==> config.mk <==
export PLATFORM = sky130hd
export DESIGN_NAME = ws2812_chain_tx
export DESIGN_NICKNAME = d
export VERILOG_FILES = /design/src/rtl/ws2812_pkg.sv /design/src/rtl/ws2812_bit_timer.sv /design/src/rtl/ws2812_chain_tx.sv
export SDC_FILE = /design/constraint.sdc
export NUM_CORES = 1
export LEC_CHECK = 0
export BUFFER_PORTS_ARGS = -buffer_cell sky130_fd_sc_hd__buf_4
export CELL_PAD_IN_SITES_DETAIL_PLACEMENT = 1
export CELL_PAD_IN_SITES_GLOBAL_PLACEMENT = 2
export CORE_AREA = 2 2 117 119
export DETAILED_ROUTE_END_ITERATION = 10
export DIE_AREA = 0 0 119 121
export PLACE_DENSITY_LB_ADDON = 0.1
export SYNTH_ARGS = -nofsm -noshare
export SYNTH_HDL_FRONTEND = slang
export SYNTH_SLANG_ARGS = --single-unit
==> constraint.sdc <==
create_clock -name clk -period 2.03 [get_ports clk]
set_input_delay 0.3045 -clock clk [delete_from_list [all_inputs] [get_ports clk]]
set_output_delay 0.3045 -clock clk [all_outputs]
set_load 0.05 [all_outputs]
==> src/rtl/ws2812_pkg.sv <==
`default_nettype none
// ============================================================================
//  Module      : ws2812_pkg
//  Description : Shared state encoding, 50 MHz default timing and parameter
//                sanity check for the WS2812 chain transmitter.
//  Revision    : 1.0 - initial release
// ============================================================================
package ws2812_pkg;

    // Transmitter FSM encoding
    typedef logic [1:0] state_t;
    localparam state_t c_ST_IDLE  = 2'd0;
    localparam state_t c_ST_FETCH = 2'd1;
    localparam state_t c_ST_SEND  = 2'd2;
    localparam state_t c_ST_LATCH = 2'd3;

    // One GRB word per LED
    localparam int c_BITS_PER_PIX = 24;

    // Default timing for a 50 MHz clock
    localparam int c_DEF_BIT_CYC   = 63;     // 1.25 us bit period
    localparam int c_DEF_T0H_CYC   = 20;     // 0.40 us high for a 0 bit
    localparam int c_DEF_T1H_CYC   = 40;     // 0.80 us high for a 1 bit
    localparam int c_DEF_RESET_CYC = 14000;  // 280 us latch gap

    // True when the timing parameter set describes a usable waveform
    function automatic bit ws2812_timing_ok(input int n_leds, input int bit_cyc,
                                            input int t0h_cyc, input int t1h_cyc,
                                            input int reset_cyc);
        return (n_leds >= 1) && (t0h_cyc >= 1) && (t0h_cyc < t1h_cyc) &&
               (t1h_cyc < bit_cyc) && (reset_cyc >= 1);
    endfunction

endpackage
`default_nettype wire

==> src/rtl/ws2812_bit_timer.sv <==
`default_nettype none
// ============================================================================
//  Module      : ws2812_bit_timer
//  Description : Per-bit cycle counter and pulse-width comparator. Produces
//                the line level for the current bit and flags its last cycle.
//  Revision    : 1.0 - initial release
// ============================================================================
module ws2812_bit_timer
    import ws2812_pkg::*;
#(
    parameter int BIT_CYC = c_DEF_BIT_CYC,
    parameter int T0H_CYC = c_DEF_T0H_CYC,
    parameter int T1H_CYC = c_DEF_T1H_CYC
) (
    input  logic clk,
    input  logic rst,
    input  logic en_i,
    input  logic bit_i,
    output logic level_o,
    output logic bit_last_o
);

    localparam int c_CNT_W = $clog2(BIT_CYC);
    localparam logic [c_CNT_W-1:0] c_CNT_LAST = c_CNT_W'(BIT_CYC - 1);
    localparam logic [c_CNT_W-1:0] c_T0H      = c_CNT_W'(T0H_CYC);
    localparam logic [c_CNT_W-1:0] c_T1H      = c_CNT_W'(T1H_CYC);

    logic [c_CNT_W-1:0] cnt_q;
    logic [c_CNT_W-1:0] cnt_d;

    assign bit_last_o = en_i && (cnt_q == c_CNT_LAST);
    assign level_o    = en_i && (cnt_q < (bit_i ? c_T1H : c_T0H));

    // Count through the bit period while enabled; park at zero otherwise
    always_comb begin
        cnt_d = '0;
        if (en_i && !bit_last_o) begin
            cnt_d = cnt_q + 1'b1;
        end
    end

    // Bit counter register
    always_ff @(posedge clk) begin
        if (rst) begin
            cnt_q <= '0;
        end else begin
            cnt_q <= cnt_d;
        end
    end

endmodule
`default_nettype wire

==> src/rtl/ws2812_chain_tx.sv <==
`default_nettype none
// ============================================================================
//  Module      : ws2812_chain_tx
//  Description : Frame transmitter for a chain of WS2812-class LEDs. Fetches
//                one GRB word per LED, serialises MSB-first as pulse-width
//                coded bits, then holds the line low for the latch gap.
//  Revision    : 1.0 - initial release
// ============================================================================
module ws2812_chain_tx
    import ws2812_pkg::*;
#(
    parameter int N_LEDS    = 8,
    parameter int BIT_CYC   = c_DEF_BIT_CYC,
    parameter int T0H_CYC   = c_DEF_T0H_CYC,
    parameter int T1H_CYC   = c_DEF_T1H_CYC,
    parameter int RESET_CYC = c_DEF_RESET_CYC,
    parameter int IDX_W     = (N_LEDS > 1) ? $clog2(N_LEDS) : 1
) (
    input  logic             clk,
    input  logic             rst,
    input  logic             start_i,
    input  logic             auto_repeat_i,
    output logic             pix_rd_o,
    output logic [IDX_W-1:0] pix_idx_o,
    input  logic [23:0]      pix_data_i,
    output logic             dout_o,
    output logic             busy_o,
    output logic             done_o
);

    localparam int c_BIT_IDX_W = $clog2(c_BITS_PER_PIX);
    localparam int c_LAT_W     = $clog2(RESET_CYC + 1);
    localparam logic [c_BIT_IDX_W-1:0] c_BIT_IDX_LAST = c_BIT_IDX_W'(c_BITS_PER_PIX - 1);
    localparam logic [IDX_W-1:0]       c_PIX_LAST     = IDX_W'(N_LEDS - 1);
    localparam logic [c_LAT_W-1:0]     c_LAT_END      = c_LAT_W'(RESET_CYC);

    generate
        if (!ws2812_timing_ok(N_LEDS, BIT_CYC, T0H_CYC, T1H_CYC, RESET_CYC)) begin : g_bad_timing
            $error("ws2812_chain_tx: inconsistent timing parameters");
        end
    endgenerate

    state_t                 state_q,    state_d;
    logic                   fetch_ph_q, fetch_ph_d;  // 0: strobe cycle, 1: data cycle
    logic [c_BIT_IDX_W-1:0] bitn_q,     bitn_d;
    logic [IDX_W-1:0]       pix_q,      pix_d;
    logic [c_LAT_W-1:0]     lat_q,      lat_d;
    logic [23:0]            shift_q,    shift_d;
    logic [23:0]            hold_q,     hold_d;
    logic                   pfirst_q,   pfirst_d;    // first cycle of a pixel
    logic                   pre_vld_q,  pre_vld_d;   // prefetched word on pix_data_i

    logic w_send;
    logic w_level;
    logic w_bit_last;
    logic w_prefetch;
    logic w_lat_end;

    assign w_send     = (state_q == c_ST_SEND);
    assign w_prefetch = pfirst_q && (pix_q != c_PIX_LAST);
    // The last LATCH count is the done cycle itself
    assign w_lat_end  = (state_q == c_ST_LATCH) && (lat_q == c_LAT_END);

    ws2812_bit_timer #(
        .BIT_CYC (BIT_CYC),
        .T0H_CYC (T0H_CYC),
        .T1H_CYC (T1H_CYC)
    ) u_bit_timer (
        .clk        (clk),
        .rst        (rst),
        .en_i       (w_send),
        .bit_i      (shift_q[23]),
        .level_o    (w_level),
        .bit_last_o (w_bit_last)
    );

    // State and datapath registers
    always_ff @(posedge clk) begin
        if (rst) begin
            state_q    <= c_ST_IDLE;
            fetch_ph_q <= 1'b0;
            bitn_q     <= '0;
            pix_q      <= '0;
            lat_q      <= '0;
            shift_q    <= '0;
            hold_q     <= '0;
            pfirst_q   <= 1'b0;
            pre_vld_q  <= 1'b0;
        end else begin
            state_q    <= state_d;
            fetch_ph_q <= fetch_ph_d;
            bitn_q     <= bitn_d;
            pix_q      <= pix_d;
            lat_q      <= lat_d;
            shift_q    <= shift_d;
            hold_q     <= hold_d;
            pfirst_q   <= pfirst_d;
            pre_vld_q  <= pre_vld_d;
        end
    end

    // Next-state and counter/shift logic
    always_comb begin
        state_d    = state_q;
        fetch_ph_d = fetch_ph_q;
        bitn_d     = bitn_q;
        pix_d      = pix_q;
        lat_d      = lat_q;
        shift_d    = shift_q;
        hold_d     = hold_q;
        pfirst_d   = 1'b0;
        pre_vld_d  = w_prefetch;
        case (state_q)
            c_ST_IDLE: begin
                if (start_i) begin
                    state_d    = c_ST_FETCH;
                    fetch_ph_d = 1'b0;
                end
            end
            c_ST_FETCH: begin
                if (!fetch_ph_q) begin
                    fetch_ph_d = 1'b1;
                end else begin
                    fetch_ph_d = 1'b0;
                    shift_d    = pix_data_i;
                    bitn_d     = '0;
                    pix_d      = '0;
                    pfirst_d   = 1'b1;
                    state_d    = c_ST_SEND;
                end
            end
            c_ST_SEND: begin
                if (pre_vld_q) begin
                    hold_d = pix_data_i;
                end
                if (w_bit_last) begin
                    if (bitn_q == c_BIT_IDX_LAST) begin
                        bitn_d = '0;
                        if (pix_q == c_PIX_LAST) begin
                            pix_d   = '0;
                            lat_d   = '0;
                            state_d = c_ST_LATCH;
                        end else begin
                            pix_d    = pix_q + 1'b1;
                            shift_d  = hold_q;
                            pfirst_d = 1'b1;
                        end
                    end else begin
                        bitn_d  = bitn_q + 1'b1;
                        shift_d = shift_q << 1;
                    end
                end
            end
            default: begin  // c_ST_LATCH
                if (w_lat_end) begin
                    lat_d = '0;
                    if (auto_repeat_i) begin
                        // This cycle already issued the index-0 strobe
                        state_d    = c_ST_FETCH;
                        fetch_ph_d = 1'b1;
                    end else begin
                        state_d = c_ST_IDLE;
                    end
                end else begin
                    lat_d = lat_q + 1'b1;
                end
            end
        endcase
    end

    // Output decode
    always_comb begin
        pix_rd_o  = ((state_q == c_ST_FETCH) && !fetch_ph_q) || w_prefetch ||
                    (w_lat_end && auto_repeat_i);
        pix_idx_o = w_prefetch ? (pix_q + 1'b1) : '0;
        busy_o    = (state_q != c_ST_IDLE) && !(w_lat_end && !auto_repeat_i);
        done_o    = w_lat_end;
        dout_o    = w_level;
    end

endmodule
`default_nettype wire

# Word-level counts from Yosys, hierarchy flattened
# Cells that the tools add are included.
[totals] reg_bits=81 in_bits=28 out_inout_bits=7 wordCells=101
[classes] addsub=4 order_cmp=1 eq_ne=14 mux=39 n_bitwise=3 n_reduce_logical=30
[op_table] cell="2-to-1 mux 24 bit" n=4
[op_table] cell="2-to-1 mux 14 bit" n=4
[op_table] cell="case mux 24 bit (2 select lines)" n=1
[op_table] cell="case mux 14 bit (2 select lines)" n=1
[op_table] cell="AND reduction 4 bit" n=4
[op_table] cell="2-to-1 mux 3 bit" n=5
[op_table] cell="2-to-1 mux 5 bit" n=3
[op_table] cell="adder 14 x 1 -> 14 bit (second input constant)" n=1
[op_table] cell="equality test 14 bit (second input constant)" n=1
[op_table] cell="2-to-1 mux 2 bit" n=6
[op_table] cell="!= test 2 bit (second input constant)" n=5
[op_table] cell="case mux 5 bit (2 select lines)" n=1
[op_table] cell="logical AND 1 bit" n=9
[op_table] cell="2-to-1 mux 1 bit" n=9
[op_table] cell="adder 6 x 1 -> 6 bit (second input constant)" n=1
[op_table] cell="equality test 6 bit (second input constant)" n=1
[op_table] cell="< comparator 6 bit" n=1
[op_table] cell="2-to-1 mux 6 bit" n=1
[op_table] cell="!= test 3 bit (second input constant)" n=2
[op_table] cell="case mux 2 bit (3 select lines)" n=1
[op_table] cell="case mux 3 bit (2 select lines)" n=1
[op_table] cell="AND reduction 6 bit" n=1
[op_table] cell="nonzero test 3 bit" n=2
[op_table] cell="adder 5 x 1 -> 5 bit (second input constant)" n=1
[op_table] cell="16 further kinds" n=25

# Longest topological paths before layout
# Gate-level depths: netlist of run 1.
[logic_depth] depth_word=6 ltp_mapped=9 ltp_nobuf=7

# Cells and area by module
# From an unflattened synthesis of run 1, not the netlist that was laid out.
[unflattened] cells_unflattened=516 area_unflattened_um2=4020.1
[modules_own_cells] mod="ws2812_chain_tx" n_inst=1 cells_per_inst=479 area_per_inst_um2=3687.3 seq_area_each_um2=1501.4
[modules_own_cells] mod="ws2812_bit_timer" n_inst=1 cells_per_inst=37 area_per_inst_um2=332.8 seq_area_each_um2=120.1

# Worst setup path after synthesis of run 1
# No wires, ideal clock.
[synth_timing] path_type="reg2out" startpoint="register shift_q[23]" endpoint="output dout_o" t_arrival_ns=2.165 t_required_ns=1.725 setup_slack_ns=-0.439 path_stages_with_launch=7 path_buffers=0 cell_sequence="dfxtp_1 -> inv_1 -> ha_1 -> o21a_1 -> o21ai_0 -> nand2b_1 -> a211oi_1"
[synth_via] elab_chain_len=3
[synth_rtl] element="from (decl)" line="ws2812_chain_tx.sv:48" text="logic [23:0] shift_q, shift_d;"
[synth_rtl] element="from (signal assigned)" line="ws2812_chain_tx.sv:95" text="shift_q <= shift_d;"
[synth_rtl] element="2-to-1 mux 6 bit" line="ws2812_bit_timer.sv:32" text="assign level_o = en_i && (cnt_q < (bit_i ? c_T1H : c_T0H));"
[synth_rtl] element="< comparator 6 bit" line="ws2812_bit_timer.sv:32"
[synth_rtl] element="logical AND 1 bit" line="ws2812_bit_timer.sv:32"
[synth_rtl] element="to (decl)" line="ws2812_chain_tx.sv:26" text="output logic dout_o,"
# No other way between the ends.

# Final worst setup path of run 1
[layout_timing] startpoint="register lat_q[6]" endpoint="output pix_rd_o"
[layout_via] elab_chain_len=4
[layout_rtl] element="from (decl)" line="ws2812_chain_tx.sv:47" text="logic [c_LAT_W-1:0] lat_q, lat_d;"
[layout_rtl] element="from (signal assigned)" line="ws2812_chain_tx.sv:94" text="lat_q <= lat_d;"
[layout_rtl] element="equality test 14 bit" line="ws2812_chain_tx.sv:62" text="assign w_lat_end = (state_q == c_ST_LATCH) && (lat_q == c_LAT_END);"
[layout_rtl] element="logical AND 1 bit" line="ws2812_chain_tx.sv:62"
[layout_rtl] element="logical AND 1 bit" line="ws2812_chain_tx.sv:174" text="(w_lat_end && auto_repeat_i);"
[layout_rtl] element="logical OR 1 bit" line="ws2812_chain_tx.sv:173" text="pix_rd_o = ((state_q == c_ST_FETCH) && !fetch_ph_q) || w_prefetch ||"
[layout_rtl] element="to (decl)" line="ws2812_chain_tx.sv:23" text="output logic pix_rd_o,"
# No other way between the ends.

==> results.txt, run 1 <==
The run finished, with violations left. The final reports fail on setup timing. The number of port buffers is 34.

Across the VDD grid, the largest voltage drop is approximately 0.7 mV. The cell area power density is a little over 1000 nW/um^2. The post-layout minimum cycle time came out at between 2 and 2.5 ns. The clock input transition at the sequential cells of the worst setup and hold paths came out at 0.06 ns. The fraction of layout cells with a size suffix above 1 came out at between 20% and 30%. Synthesis produced a netlist with a net count of 563. The worst setup slack before clock tree synthesis is -0.07667 ns.

The cell area after synthesis is 3996 sq um. The final estimated routing congestion in global placement came out at 0.7817. In the synthesized netlist the async set-or-reset flop fraction comes to 0%. By count the netlist is led by 135 x sky130_fd_sc_hd__nand2_1, 81 x sky130_fd_sc_hd__dfxtp_1, 63 x sky130_fd_sc_hd__a21oi_1, 48 x sky130_fd_sc_hd__nor2_1, 26 x sky130_fd_sc_hd__clkbuf_1. The worst-case clock skew came out at 0.006005 ns.

The wire length of the first global-routing pass came out at ~20000 um. After layout, the design draws a total of 5478 uW. The worst register-to-register path begins at state_q[0]$_SDFFE_PP0P_. In this run the critical register-to-register path is captured at lat_q[8]$_SDFFE_PP0P_. The area used by multi-input combinational logic is 2414 sq um. The core footprint came out at 13090 sq um. The area growth from synthesis to layout came out at 33.81%. Walking the worst path, the cells encountered are or3b_4, nor4_4, buf_6, nand2_4, nand3_2, buf_6. The TritonCTS clock tree is built. On the critical path the largest part of the delay comes from simple AND/OR/NAND/NOR gates. The vertical die dimension came out at 121 um.

The detailed-route via count came out at roughly 4000. The maximum buffer depth of the clock tree is 2. The timing-limited maximum frequency is 483.1 MHz. The clock reaches the later pin of the worst-skew pair after between 0.3 and 0.4 ns. The number of design rule violations left after detail routing is 0. Along the worst hold path, the cell count comes to 3. The iteration-0 DRC count of the detailed router came out at 171. The area of the die is roughly 14000 sq um.

The via count of the first global-routing pass was just under 4000. Measured against its own limit, the worst slew margin works out to 66.03%. After detailed routing, the number of vias per cell comes to 5.121. Across the whole layout, storage elements account for roughly 1600 sq um.

The cell with the most instances after synthesis is sky130_fd_sc_hd__nand2_1. The most used flip-flop cell after synthesis is sky130_fd_sc_hd__dfxtp_1. The final worst-path setup slack is -0.03977 ns.

Clock tree synthesis selected as its root buffer the cell sky130_fd_sc_hd__clkbuf_16. Setup repair after global routing could not meet its margin everywhere. The critical-path maximum fanout is 5. The slowest stage of the critical path belongs to the cell sky130_fd_sc_hd__or3b_4. The start point of the worst min-delay path is pix_data_i[8]. For the worst setup path, the data required time is 1.73 ns. Of all cell types, the one taking the most synthesized area is sky130_fd_sc_hd__dfxtp_1. The summed area of non-filler cells in the final layout came out at 5348 sq um. The antenna violation net count after detailed routing came out at 0.

Sorting the synthesized cells by area gives the leading types as sky130_fd_sc_hd__dfxtp_1 41%, sky130_fd_sc_hd__nand2_1 13%, sky130_fd_sc_hd__a21oi_1 7.9%, sky130_fd_sc_hd__a311o_1 5.8%, sky130_fd_sc_hd__nor2_1 4.5%. Together, buffers and inverters on the worst path number 2. The overall global routing resource usage is between 10% and 20%.

The TritonCTS buffer count is 9. In the finished design, the share of the clock period the worst path needs comes to 102.0%. In this run, synthesis inferred 0 flip-flops with an integrated enable. The warning count from the yosys run is 0. In this run the cell area measured after placement is 4641 sq um. STA classifies the critical path endpoint as an output pin. The final count of pins violating max slew came to 0. The total half-perimeter wirelength after legalization and detailed placement is 7700 um.

The end-of-flow core utilization is 40.87%. For this block, the routed nets add up to approximately 12000 um of wire. The count of state elements after synthesis came out at 81. The sum of overflow across all layers after global routing came out at 0. Max-cap violations in this run came to 0. For this design the top-level I/O count stands at 35.

The count of nets after finishing came out at about 630. The endpoint of the worst hold-timing path is hold_q[8]$_SDFFE_PP0P_. After synthesis, the mean cell area works out to 7.671 sq um. Before antenna repair, the detailed router went through 4 iterations.

The leakage component of the power is 0.001875 uW. The routed length per placed instance came out at 16.20 um. In this design, the critical path's most frequently occurring cell is sky130_fd_sc_hd__buf_6. The number of H-tree branching levels is 3. The number of gates on the worst path with buffers counted is 6. The CTS sink count is just over 80.

Entering global routing, the biggest net connects 35 pins. Summed over its instances, the top area cell type makes up 40.58% of the synthesized netlist area. The path class of the tightest hold or removal check is input pin to flip-flop. The floorplan has 42 rows. The register-to-register setup slack is roughly 0.04 ns. For this run, the slowest stage of the critical path takes 0.40 ns. STA classifies the critical path startpoint as a flip-flop. The arrival time reported for the critical path endpoint came out at ~1.8 ns. The number of hold buffers added after cts came out at 0. The worst-margin pin slew came out at 0.5048 ns. The sequential share of the synthesized area came out at 40.58%.

The initial utilization of the core area, before any placement, comes to 30.54%. The number of setup violations in the final report is 1. The number of cells produced by synthesis is around 520. The category of the critical setup timing path is flip-flop to output pin. The number of filler instances in the final layout is ~1600.

The final hold violation count came out at 0. The number of diodes added for antenna fixing came out at 0. The number of different library cells used by synthesis comes to 48.

The number of cell instances on the worst register-to-register path is 6. The die width is between 100 and 150 um. The initial antenna violation count came out at 0.
## cell type report
cell class	count	share of cell area [%]
Inverter	11	0.8891
Clock inverter	3	0.2808
Tap cell	176	4.118
Sequential cell	81	30.70
Multi-Input combinational cell	397	45.13
Clock buffer	13	4.867
Timing Repair Buffer	87	14.01
## where the power goes
group,internal (uW),leakage [uW],switching (uW)
combinational,916,0.00108,1170
clock,891,0.000139,655
sequential,1750,0.000659,99.8
## worst min-delay path, stage by stage
cell                      delay (ns)
sky130_fd_sc_hd__buf_4          0.11
sky130_fd_sc_hd__nand2_1        0.05
sky130_fd_sc_hd__a21oi_1        0.05
## metrics by stage
stage | std cells | setup TNS, ns | hold WS, ns
floorplan | 521 | 0 | 0.4341
finish | 768 | -0.03977 | 0.2194
CTS | 755 | -0.1766 | 0.2062
global route | 768 | -0.2856 | 0.2169
detailed placement | 730 | -0.2711 | 0.4500
global placement | 730 | -0.03561 | 0.4430
## logic make-up (layout without fill, tap and decap cells)
kind of cell	Yosys count	count (layout)	synth area share [%]
flops	81	81	40.58
fa+ha+maj	14	14	4.383
simple gates	244	244	26.96
compound gates	134	134	22.73
buf+inv	43	114	4.258
xor+xnor	5	5	1.096
## per-layer routing
layer  global-route usage, %  vias to the layer above  wire length [um]
li1                        -                     1967                 -
met1                   22.60                     1909              5889
met2                   29.38                       48              6046
met3                   4.464                        9               391
met4                   5.060                        0               116
met5                       0                        -                 0
## how the worst max path moves through the flow
stage / startpoint / slack (ns) / endpoint
3_3_place_gp: bitn_q[0]$_SDFFE_PP0P_ / -0.04 / shift_q[23]$_SDFFE_PP0P_
3_5_place_dp: pix_q[0]$_SDFFE_PP0P_ / -0.08 / lat_q[8]$_SDFFE_PP0P_
2_1_floorplan: state_q[1]$_SDFFE_PP0P_ / 0.003 / lat_q[8]$_SDFFE_PP0P_
4_1_cts: lat_q[1]$_SDFFE_PP0P_ / -0.09 / pix_rd_o
6_report: lat_q[6]$_SDFFE_PP0P_ / -0.04 / pix_rd_o
5_1_grt: lat_q[6]$_SDFFE_PP0P_ / -0.09 / pix_rd_o
## cells in the final DEF (no fill, tap or decap), types with 5 or more instances in the layout
cell type / n
sky130_fd_sc_hd__ha_1: 6
sky130_fd_sc_hd__nor2_1: 46
sky130_fd_sc_hd__nand2_1: 131
sky130_fd_sc_hd__nand3_1: 15
sky130_fd_sc_hd__a311o_1: 23
sky130_fd_sc_hd__a311oi_1: 5
sky130_fd_sc_hd__nand2b_1: 5
sky130_fd_sc_hd__buf_6: 11
sky130_fd_sc_hd__clkbuf_16: 10
sky130_fd_sc_hd__dfxtp_2: 7
sky130_fd_sc_hd__nor3_1: 10
sky130_fd_sc_hd__dfxtp_1: 71
sky130_fd_sc_hd__a21oi_1: 58
sky130_fd_sc_hd__ha_4: 5
sky130_fd_sc_hd__a211oi_1: 7
sky130_fd_sc_hd__inv_1: 5
sky130_fd_sc_hd__o21ai_0: 8
sky130_fd_sc_hd__buf_4: 72
## timing repair
| action | CTS | global route |
|---|---|---|
| setup buffers | 9 | 13 |
| setup endpoints to repair | 15 | 51 |
| gates cloned | 0 | 1 |
| pin swaps | 8 | 21 |
| resized for setup | 32 | 41 |
## state kept, by name, summed over array words and instances (netlist names)
signal	count
shift_q	24
state_q	2
pix_q	3
pfirst_q	1
bitn_q	5
pre_vld_q	1
lat_q	14
u_bit_timer.cnt_q	6
hold_q	24
fetch_ph_q	1
Power figures use the tool's default switching activity.
==> inputs of run 2 (changes only) <==
- CORE_AREA: 2 2 117 119 -> 2 2 110 112
- CTS_CLUSTER_DIAMETER: not set -> 120
- DIE_AREA: 0 0 119 121 -> 0 0 112 114
- SETUP_SLACK_MARGIN: not set -> 0.1
- clock period: 2.03 -> 2 ns (I/O delays scaled with it)
==> results.txt, run 2 (synthesis gave the netlist of run 1 again) <==
Run status: finished, violations left (unchanged). Failing checks: setup timing (unchanged). The root cell of the clock tree is sky130_fd_sc_hd__clkbuf_16 (unchanged). The hold path depth came out at 3 (unchanged). Most used cells in the layout excluding fill and tap cells: 132 x sky130_fd_sc_hd__nand2_1, 69 x sky130_fd_sc_hd__dfxtp_1, 66 x sky130_fd_sc_hd__buf_4, 56 x sky130_fd_sc_hd__a21oi_1, 46 x sky130_fd_sc_hd__nor2_1 (was 131 x sky130_fd_sc_hd__nand2_1, 72 x sky130_fd_sc_hd__buf_4, 71 x sky130_fd_sc_hd__dfxtp_1, 58 x sky130_fd_sc_hd__a21oi_1, 46 x sky130_fd_sc_hd__nor2_1). The worst-case clock skew was 0.006440 ns (was 0.006005 ns). The placed cell count came out at 703 (was 730). The sum of overflow across all layers after global routing is 0 (unchanged).

The number of max-cap violations was 0 (unchanged). The die width came out at 112 um (was 119 um). The cell at the slowest stage of the critical path is sky130_fd_sc_hd__or3b_4 (unchanged). The area growth from synthesis to layout came out at 35.13% (was 33.81%).

The most frequent standard cell in the layout excluding fill and tap cells is sky130_fd_sc_hd__nand2_1 (unchanged). The detailed-route via count came out at 3948 (was 3933). The site row count was 40 (was 42). The category of the critical setup timing path is flip-flop to output pin (unchanged). The CTS sink count came out at 81 (unchanged).

The number of cell instances on the worst register-to-register path is 7 (was 6). The final hold violation count was 0 (unchanged). The total area of sequential cells came to 1644 sq um (was 1642 sq um). The wire length of the first global-routing pass is 19590 um (was 20310 um).

The final worst-path setup slack came out at -0.07768 ns (was -0.03977 ns). The end-of-flow core utilization is 46.11% (was 40.87%). The cell area power density is 1067 nW/um^2 (was 1024 nW/um^2). The number of diodes added for antenna fixing came out at 0 (unchanged). The capture point of the worst path was busy_o (was pix_rd_o). The count of buffering cells on the critical path with inverters included came out at 2 (unchanged). The number of gates on the worst path with buffers counted was 5 (was 6). The final count of pins violating max slew was 0 (unchanged). The TritonCTS clock tree is built (unchanged). The maximum buffer depth of the clock tree came out at 2 (unchanged). The area of the die is 12770 sq um (was 14400 sq um).

The area used by multi-input combinational logic is 2452 sq um (was 2414 sq um). Largest registers ranked by flip-flop count: hold_q x24, shift_q x24, lat_q x14 (unchanged). The antenna violation net count after detailed routing is 0 (unchanged).

The register-to-register setup slack is 0.08 ns (was 0.04 ns). The clock network latency to the later pin of the worst-skew pair came to 0.35 ns (was 0.34 ns). The worst slew margin relative to its limit is 63.79% (was 66.03%). Critical-path cell list: or3b_4, nor4_4, buf_4, a21oi_2, buf_6 (was or3b_4, nor4_4, buf_6, nand2_4, nand3_2, buf_6).

The final estimated routing congestion in global placement is 0.7833 (was 0.7817). The worst supply voltage drop on vdd came out at 0.8003 mV (was 0.7174 mV). The initial antenna violation count came to 0 (unchanged). The post-layout minimum cycle time is 2.078 ns. The smallest hold slack came out at 0.2111 ns (was 0.2194 ns).

The worst setup slack before clock tree synthesis came out at -0.03605 ns (was -0.07667 ns). The top-level port count came out at 35 (unchanged). The via count of the first global-routing pass is 3948 (was 3978). The startpoint of the worst register-to-register path is lat_q[8]$_SDFFE_PP0P_ (was state_q[0]$_SDFFE_PP0P_). The largest stage delay on the critical path came to 0.41 ns (was 0.40 ns). The total half-perimeter wirelength after legalization and detailed placement came out at 7400 um (was 7700 um). The core footprint is 11710 sq um (was 13090 sq um). The critical path required time came out at 1.70 ns (was 1.73 ns). The number of setup violations in the final report came to 4 (was 1). The kind of launch point of the worst setup path is a flip-flop (unchanged).

The per-cell via count in the routed design came out at 5.386 (was 5.121). The count of nets after finishing came out at 624 (was 629). The iteration-0 DRC count of the detailed router came out at 133 (was 171). The gate family responsible for the most delay along the worst path is simple AND/OR/NAND/NOR gates (unchanged).

The count of placed standard cells in the final layout, fillers left out is 733 (was 768). The fraction of layout cells with a size suffix above 1 is 26.45% (was 25.51%). The critical-path maximum fanout came out at 3 (was 5).

Based on the critical path, the design can be clocked at up to between 400 and 500 MHz. The capture point of the worst reg-to-reg path is state_q[0]$_SDFFE_PP0P_ (was lat_q[8]$_SDFFE_PP0P_). The overall global routing resource usage came out at 18.90% (was 17.64%). The initial standard-cell utilization of the core is 34.12% (was 30.54%). The final wirelength came out at 11830 um (was 12440 um). The leakage component of the power came out at 0.001906 uW (was 0.001875 uW). The worst min-delay path category is input pin to flip-flop (unchanged). The number of port buffers is 34 (unchanged). The clock input transition at the sequential cells of the worst setup and hold paths came to 0.06 ns (about the same). The pin count of the biggest net entering global routing is 39 (was 35).

The arrival time reported for the critical path endpoint came out at 1.78 ns (was 1.77 ns). The worst-margin pin slew came out at 0.5382 ns (was 0.5048 ns). The vertical die dimension is 114 um (was 121 um). The number of H-tree branching levels is 3 (unchanged). The origin of the worst setup path is lat_q[8]$_SDFFE_PP0P_ (was lat_q[6]$_SDFFE_PP0P_).

The number of design rule violations left after detail routing came out at 0 (unchanged). RSZ-0062 raised after global routing: true (unchanged). The final worst-path cycle share is 103.9%. The TritonCTS buffer count is 9 (unchanged). The number of filler instances in the final layout was 1398 (was 1579). The routed length per placed instance is 16.14 um (was 16.20 um). The detailed-routing iteration count for the pre-antenna-repair pass came out at 4 (unchanged). The nature of the critical path endpoint was an output pin (unchanged).
## run 2: cell count changes in the layout (fill, tap and decap cells not counted), moves of 3 or more
cell,previous run,this run
sky130_fd_sc_hd__a211oi_1,7,4
sky130_fd_sc_hd__buf_6,11,7
sky130_fd_sc_hd__buf_4,72,66
sky130_fd_sc_hd__a21oi_2,4,7
## run 2: worst min-delay path, delay by kind of cell
| kind | cells | cell delay [ns] |
|---|---|---|
| AOI/OAI and AO/OA | 1 | 0.05 |
| buffers and inverters | 1 | 0.11 |
| and+or+nand+nor | 1 | 0.05 |
## run 2: how the worst min path moves through the flow
stage	start	endpoint	slack [ns]
after floorplan	shift_q[0]$_SDFFE_PP0P_	shift_q[0]$_SDFFE_PP0P_	0.43
after global placement	hold_q[10]$_SDFFE_PP0P_	hold_q[10]$_SDFFE_PP0P_	0.44
after detailed placement	shift_q[7]$_SDFFE_PP0P_	shift_q[7]$_SDFFE_PP0P_	0.45
after CTS	pix_data_i[8]	hold_q[8]$_SDFFE_PP0P_	0.20
after global routing	pix_data_i[18]	hold_q[18]$_SDFFE_PP0P_	0.22
final	pix_data_i[7]	hold_q[7]$_SDFFE_PP0P_	0.21
## run 2: repair_timing
action                                  in CTS  in global routing
hold buffers                                 0                  0
buffers inserted                             8                  5
gates resized for setup                     32                 42
pin swaps                                   13                 17
endpoints found under the setup margin      45                 52
gates cloned                                 0                  3
## run 2: power by group
group	total (uW)	internal, uW	switching [uW]
combinational	2120	961	1160
sequential	1870	1770	97.7
clock	1770	1120	654
## run 2: metal layers
layer	vias up	wire length (um)	global-route usage, %
met5	-	0	0
met4	0	293	8.293
met3	18	262	2.657
met2	40	5629	30.79
met1	1930	5643	25.16
li1	1960	-	-
## run 2: per-stage QoR
step / setup TNS, ns / power, uW / cell area (sq um)
after CTS: -0.2041 / 5502 / 5106
final: -0.2225 / 5762 / 5400
after floorplan: 0 / 2952 / 4043
after global routing: -0.5155 / 6100 / 5400
after global placement: 0 / 3530 / 4644
after detailed placement: -0.3434 / 3570 / 4644
## run 2: layout make-up
type,instances,share of cell area [%]
Multi-Input combinational cell,397,45.41
Sequential cell,81,30.44
Timing Repair Buffer,82,14.16
Clock inverter,3,1.205
Clock buffer,12,4.564
Inverter,11,0.8109
Tap cell,147,3.406
==> inputs of run 3 (changes only) <==
- ABC_AREA: not set -> 1
- CORE_AREA: 2 2 110 112 -> 2 2 118 120
- DIE_AREA: 0 0 112 114 -> 0 0 120 122
==> results.txt, run 3 <==
The number of hold buffers added after cts is 0 (unchanged). The final worst-path cycle share is 95.18% (was 103.9%). Largest registers ranked by flip-flop count: hold_q x24, shift_q x24, lat_q x14 (unchanged). The final hold violation count came out at 0 (unchanged).

The post-synthesis area per instance came out at 6.731 sq um (was 7.671 sq um). The vertical die dimension came out at 122 um (was 114 um). The nature of the critical path endpoint is an output pin (unchanged). The worst min-delay path category is input pin to flip-flop (unchanged).

The overall power of the completed layout came out at 6996 uW (was 5762 uW). The top-level port count is 35 (unchanged). The number of port buffers is 34 (unchanged).

The number of distinct library cell variants in the gate-level netlist after synthesis came out at 32 (was 48). The critical path required time was 1.70 ns (about the same). The initial standard-cell utilization of the core is 31.80% (was 34.12%). The flip-flop cell with the highest count after synthesis is sky130_fd_sc_hd__dfxtp_1 (unchanged).

The cell area after synthesis is 4294 sq um (was 3996 sq um). The cell area power density is 1309 nW/um^2 (was 1067 nW/um^2). The sequential share of the synthesized area came to 37.76% (was 40.58%). The number of nets in the synthesized netlist came out at 680 (was 563). The worst-margin pin slew was 0.4806 ns (was 0.5382 ns).

The area of the die was 14640 sq um (was 12770 sq um). The number of cells produced by synthesis is 638 (was 521). The detailed-routing iteration count for the pre-antenna-repair pass came to 4 (unchanged).

The antenna violation net count after detailed routing came out at 0 (unchanged). The iteration-0 DRC count of the detailed router came out at 144 (was 133). The worst supply voltage drop on vdd is 0.5918 mV (was 0.8003 mV).

The timing-limited maximum frequency is 525.3 MHz (was 481.3 MHz). The TritonCTS clock tree was built (unchanged). The share of Yosys cell area claimed by the top area cell type was 37.76% (was 40.58%).

The number of diodes added for antenna fixing was 0 (unchanged). The root cell of the clock tree is sky130_fd_sc_hd__clkbuf_16 (unchanged). The worst slew margin relative to its limit came out at 67.89% (was 63.79%).

The count of state elements after synthesis came to 81 (unchanged). The most frequent standard cell in the layout excluding fill and tap cells was sky130_fd_sc_hd__nor2_1 (was sky130_fd_sc_hd__nand2_1). The kind of launch point of the worst setup path was a flip-flop (unchanged).

The detailed-route via count came out at 4192 (was 3948). The number of max-cap violations is 0 (unchanged). The number of H-tree branching levels is 3 (unchanged).

The count of flip-flops with a built-in enable after synthesis came out at 0 (unchanged). The wire length of the first global-routing pass was 21340 um (was 19590 um). The count of nets after finishing came to 724 (was 624).

Most frequent cells after synthesis: 143 x sky130_fd_sc_hd__nor2_1, 120 x sky130_fd_sc_hd__nand2_1, 81 x sky130_fd_sc_hd__dfxtp_1, 56 x sky130_fd_sc_hd__nand3_1, 53 x sky130_fd_sc_hd__o21ai_0 (was 135 x sky130_fd_sc_hd__nand2_1, 81 x sky130_fd_sc_hd__dfxtp_1, 63 x sky130_fd_sc_hd__a21oi_1, 48 x sky130_fd_sc_hd__nor2_1, 26 x sky130_fd_sc_hd__clkbuf_1). The final estimated routing congestion in global placement is 0.8918 (was 0.7833). The end-of-flow core utilization is 39.57% (was 46.11%). The sum of overflow across all layers after global routing came out at 0 (unchanged).

The worst-case clock skew is 0.007628 ns (was 0.006440 ns). The cell with the most instances after synthesis is sky130_fd_sc_hd__nor2_1 (was sky130_fd_sc_hd__nand2_1). The area growth from synthesis to layout came to 24.45% (was 35.13%). The cell taking the most area after synthesis is sky130_fd_sc_hd__dfxtp_1 (unchanged).

The initial antenna violation count came out at 0 (unchanged). Synth top area cells: sky130_fd_sc_hd__dfxtp_1 38%, sky130_fd_sc_hd__nor2_1 13%, sky130_fd_sc_hd__nand2_1 10%, sky130_fd_sc_hd__nand3_1 6.5%, sky130_fd_sc_hd__o21ai_0 6.2% (was sky130_fd_sc_hd__dfxtp_1 41%, sky130_fd_sc_hd__nand2_1 13%, sky130_fd_sc_hd__a21oi_1 7.9%, sky130_fd_sc_hd__a311o_1 5.8%, sky130_fd_sc_hd__nor2_1 4.5%). The routed length per placed instance came to 15.13 um (was 16.14 um). The final count of pins violating max slew was 0 (unchanged).

The maximum buffer depth of the clock tree came out at 2 (unchanged). The worst setup slack before clock tree synthesis is 0.07169 ns (was -0.03605 ns). The overall global routing resource usage came out at 18.45% (was 18.90%). The sum of negative setup slack came out at 0 ns (was -0.2225 ns).

The leakage component of the power is 0.002199 uW (was 0.001906 uW). RSZ-0062 raised after global routing: true (unchanged). The category of the critical setup timing path is flip-flop to output pin (unchanged).

The post-layout minimum cycle time was 1.904 ns (was 2.078 ns). The site row count came out at 43 (was 40). The clock network latency to the later pin of the worst-skew pair is 0.34 ns (was 0.35 ns).

The TritonCTS buffer count is 9 (unchanged). The via count of the first global-routing pass came to 4272 (was 3948). The number of filler instances in the final layout came out at 1706 (was 1398). The per-cell via count in the routed design is 4.841 (was 5.386). The arrival time reported for the critical path endpoint is 1.60 ns (was 1.78 ns). The number of setup violations in the final report came to 0 (was 4).

The clock input transition at the sequential cells of the worst setup and hold paths came out at 0.06 ns (about the same). The final worst-path setup slack came out at 0.09637 ns (was -0.07768 ns). The warning count from the yosys run came out at 0 (unchanged). The CTS sink count came out at 81 (unchanged).

The smallest hold slack is 0.2220 ns (was 0.2111 ns). The number of design rule violations left after detail routing is 0 (unchanged). The final wirelength is 13100 um (was 11830 um). The total half-perimeter wirelength after legalization and detailed placement was 8730 um (was 7400 um). Run status: completed (was finished, violations left). The critical-path maximum fanout came out at 6 (was 3).

The core footprint is 13500 sq um (was 11710 sq um). The die width was 120 um (was 112 um). Most used cells in the layout excluding fill and tap cells: 136 x sky130_fd_sc_hd__nor2_1, 112 x sky130_fd_sc_hd__nand2_1, 70 x sky130_fd_sc_hd__dfxtp_1, 56 x sky130_fd_sc_hd__nand3_1 (was 132 x sky130_fd_sc_hd__nand2_1, 69 x sky130_fd_sc_hd__dfxtp_1, 66 x sky130_fd_sc_hd__buf_4, 56 x sky130_fd_sc_hd__a21oi_1, 46 x sky130_fd_sc_hd__nor2_1). The fraction of layout cells with a size suffix above 1 was 22.89% (was 26.45%). The fraction of registers with async set or reset after synthesis is 0% (unchanged).

The pin count of the biggest net entering global routing is 49 (was 39).
==> run 3: logic make-up (layout without fill, tap and decap cells) <==
| logic type | count (synthesis) | after routing | synth area share (%) |
|---|---|---|---|
| AO/OA/AOI/OAI | 102 | 102 | 12.41 |
| XOR/XNOR | 5 | 5 | 1.020 |
| adder cells (fa/ha/maj) | 14 | 14 | 4.079 |
| buffers and inverters | 73 | 120 | 7.809 |
| flip-flops | 81 | 81 | 37.76 |
| AND/OR/NAND/NOR | 363 | 364 | 36.92 |
==> run 3: per-stage QoR <==
stage | area (sq um) | instances
after detailed placement | 4778 | 838
after floorplan | 4329 | 638
final | 5344 | 866
after global routing | 5344 | 866
after CTS | 5219 | 861
after global placement | 4778 | 838
==> run 3: cell type report <==
cell class / count / area (sq um) / area share (%)
multi-input cells: 485 / 2460 / 46.03
flip-flops and latches: 81 / 1653 / 30.93
repair buffers: 60 / 501.7 / 9.389
clock buffers: 14 / 295.3 / 5.526
well taps: 180 / 225.2 / 4.214
inverters: 45 / 178.9 / 3.348
clock inverters: 1 / 30.03 / 0.5619
==> run 3: timing repair <==
item / CTS / global route
pin swaps: 6 / 4
setup buffers: 8 / 4
gates resized for setup: 26 / 29
gates cloned: 0 / 1
endpoints found under the setup margin: 11 / 22
==> run 3: final timing paths <==
| kind | start | to | slack [ns] | cells after the start |
|---|---|---|---|---|
| worst max-delay path | state_q[0]$_SDFFE_PP0P_ | dout_o | 0.1 | 6 |
| worst min-delay path | pix_data_i[19] | hold_q[19]$_SDFFE_PP0P_ | 0.22 | 3 |
| worst max register to register | state_q[0]$_SDFFE_PP0P_ | shift_q[17]$_SDFFE_PP0P_ | 0.23 | 9 |
| worst min register to register | hold_q[23]$_SDFFE_PP0P_ | hold_q[23]$_SDFFE_PP0P_ | 0.47 | 2 |
==> run 3: routing by layer <==
metal | vias up | track usage, % | part of all wire, %
met5 | - | 0 | 0
met4 | 0 | 6.471 | 1.3
met3 | 10 | 2.715 | 2.1
met2 | 43 | 32.88 | 49
met1 | 2004 | 22.63 | 48
li1 | 2135 | - | -
==> run 3: power by group <==
part           internal, uW  switching [uW]
registers              1890             168
clock network          1140             682
logic                  1060            2060
total                  4090            2910
==> run 3: critical path: stages, from the launching register on <==
cell and delay, ns:
sky130_fd_sc_hd__dfxtp_4 0.36, sky130_fd_sc_hd__inv_1 0.12, sky130_fd_sc_hd__ha_2 0.25, sky130_fd_sc_hd__clkinv_4 0.09, sky130_fd_sc_hd__buf_4 0.17, sky130_fd_sc_hd__nor2_2 0.11
sky130_fd_sc_hd__buf_6 0.16
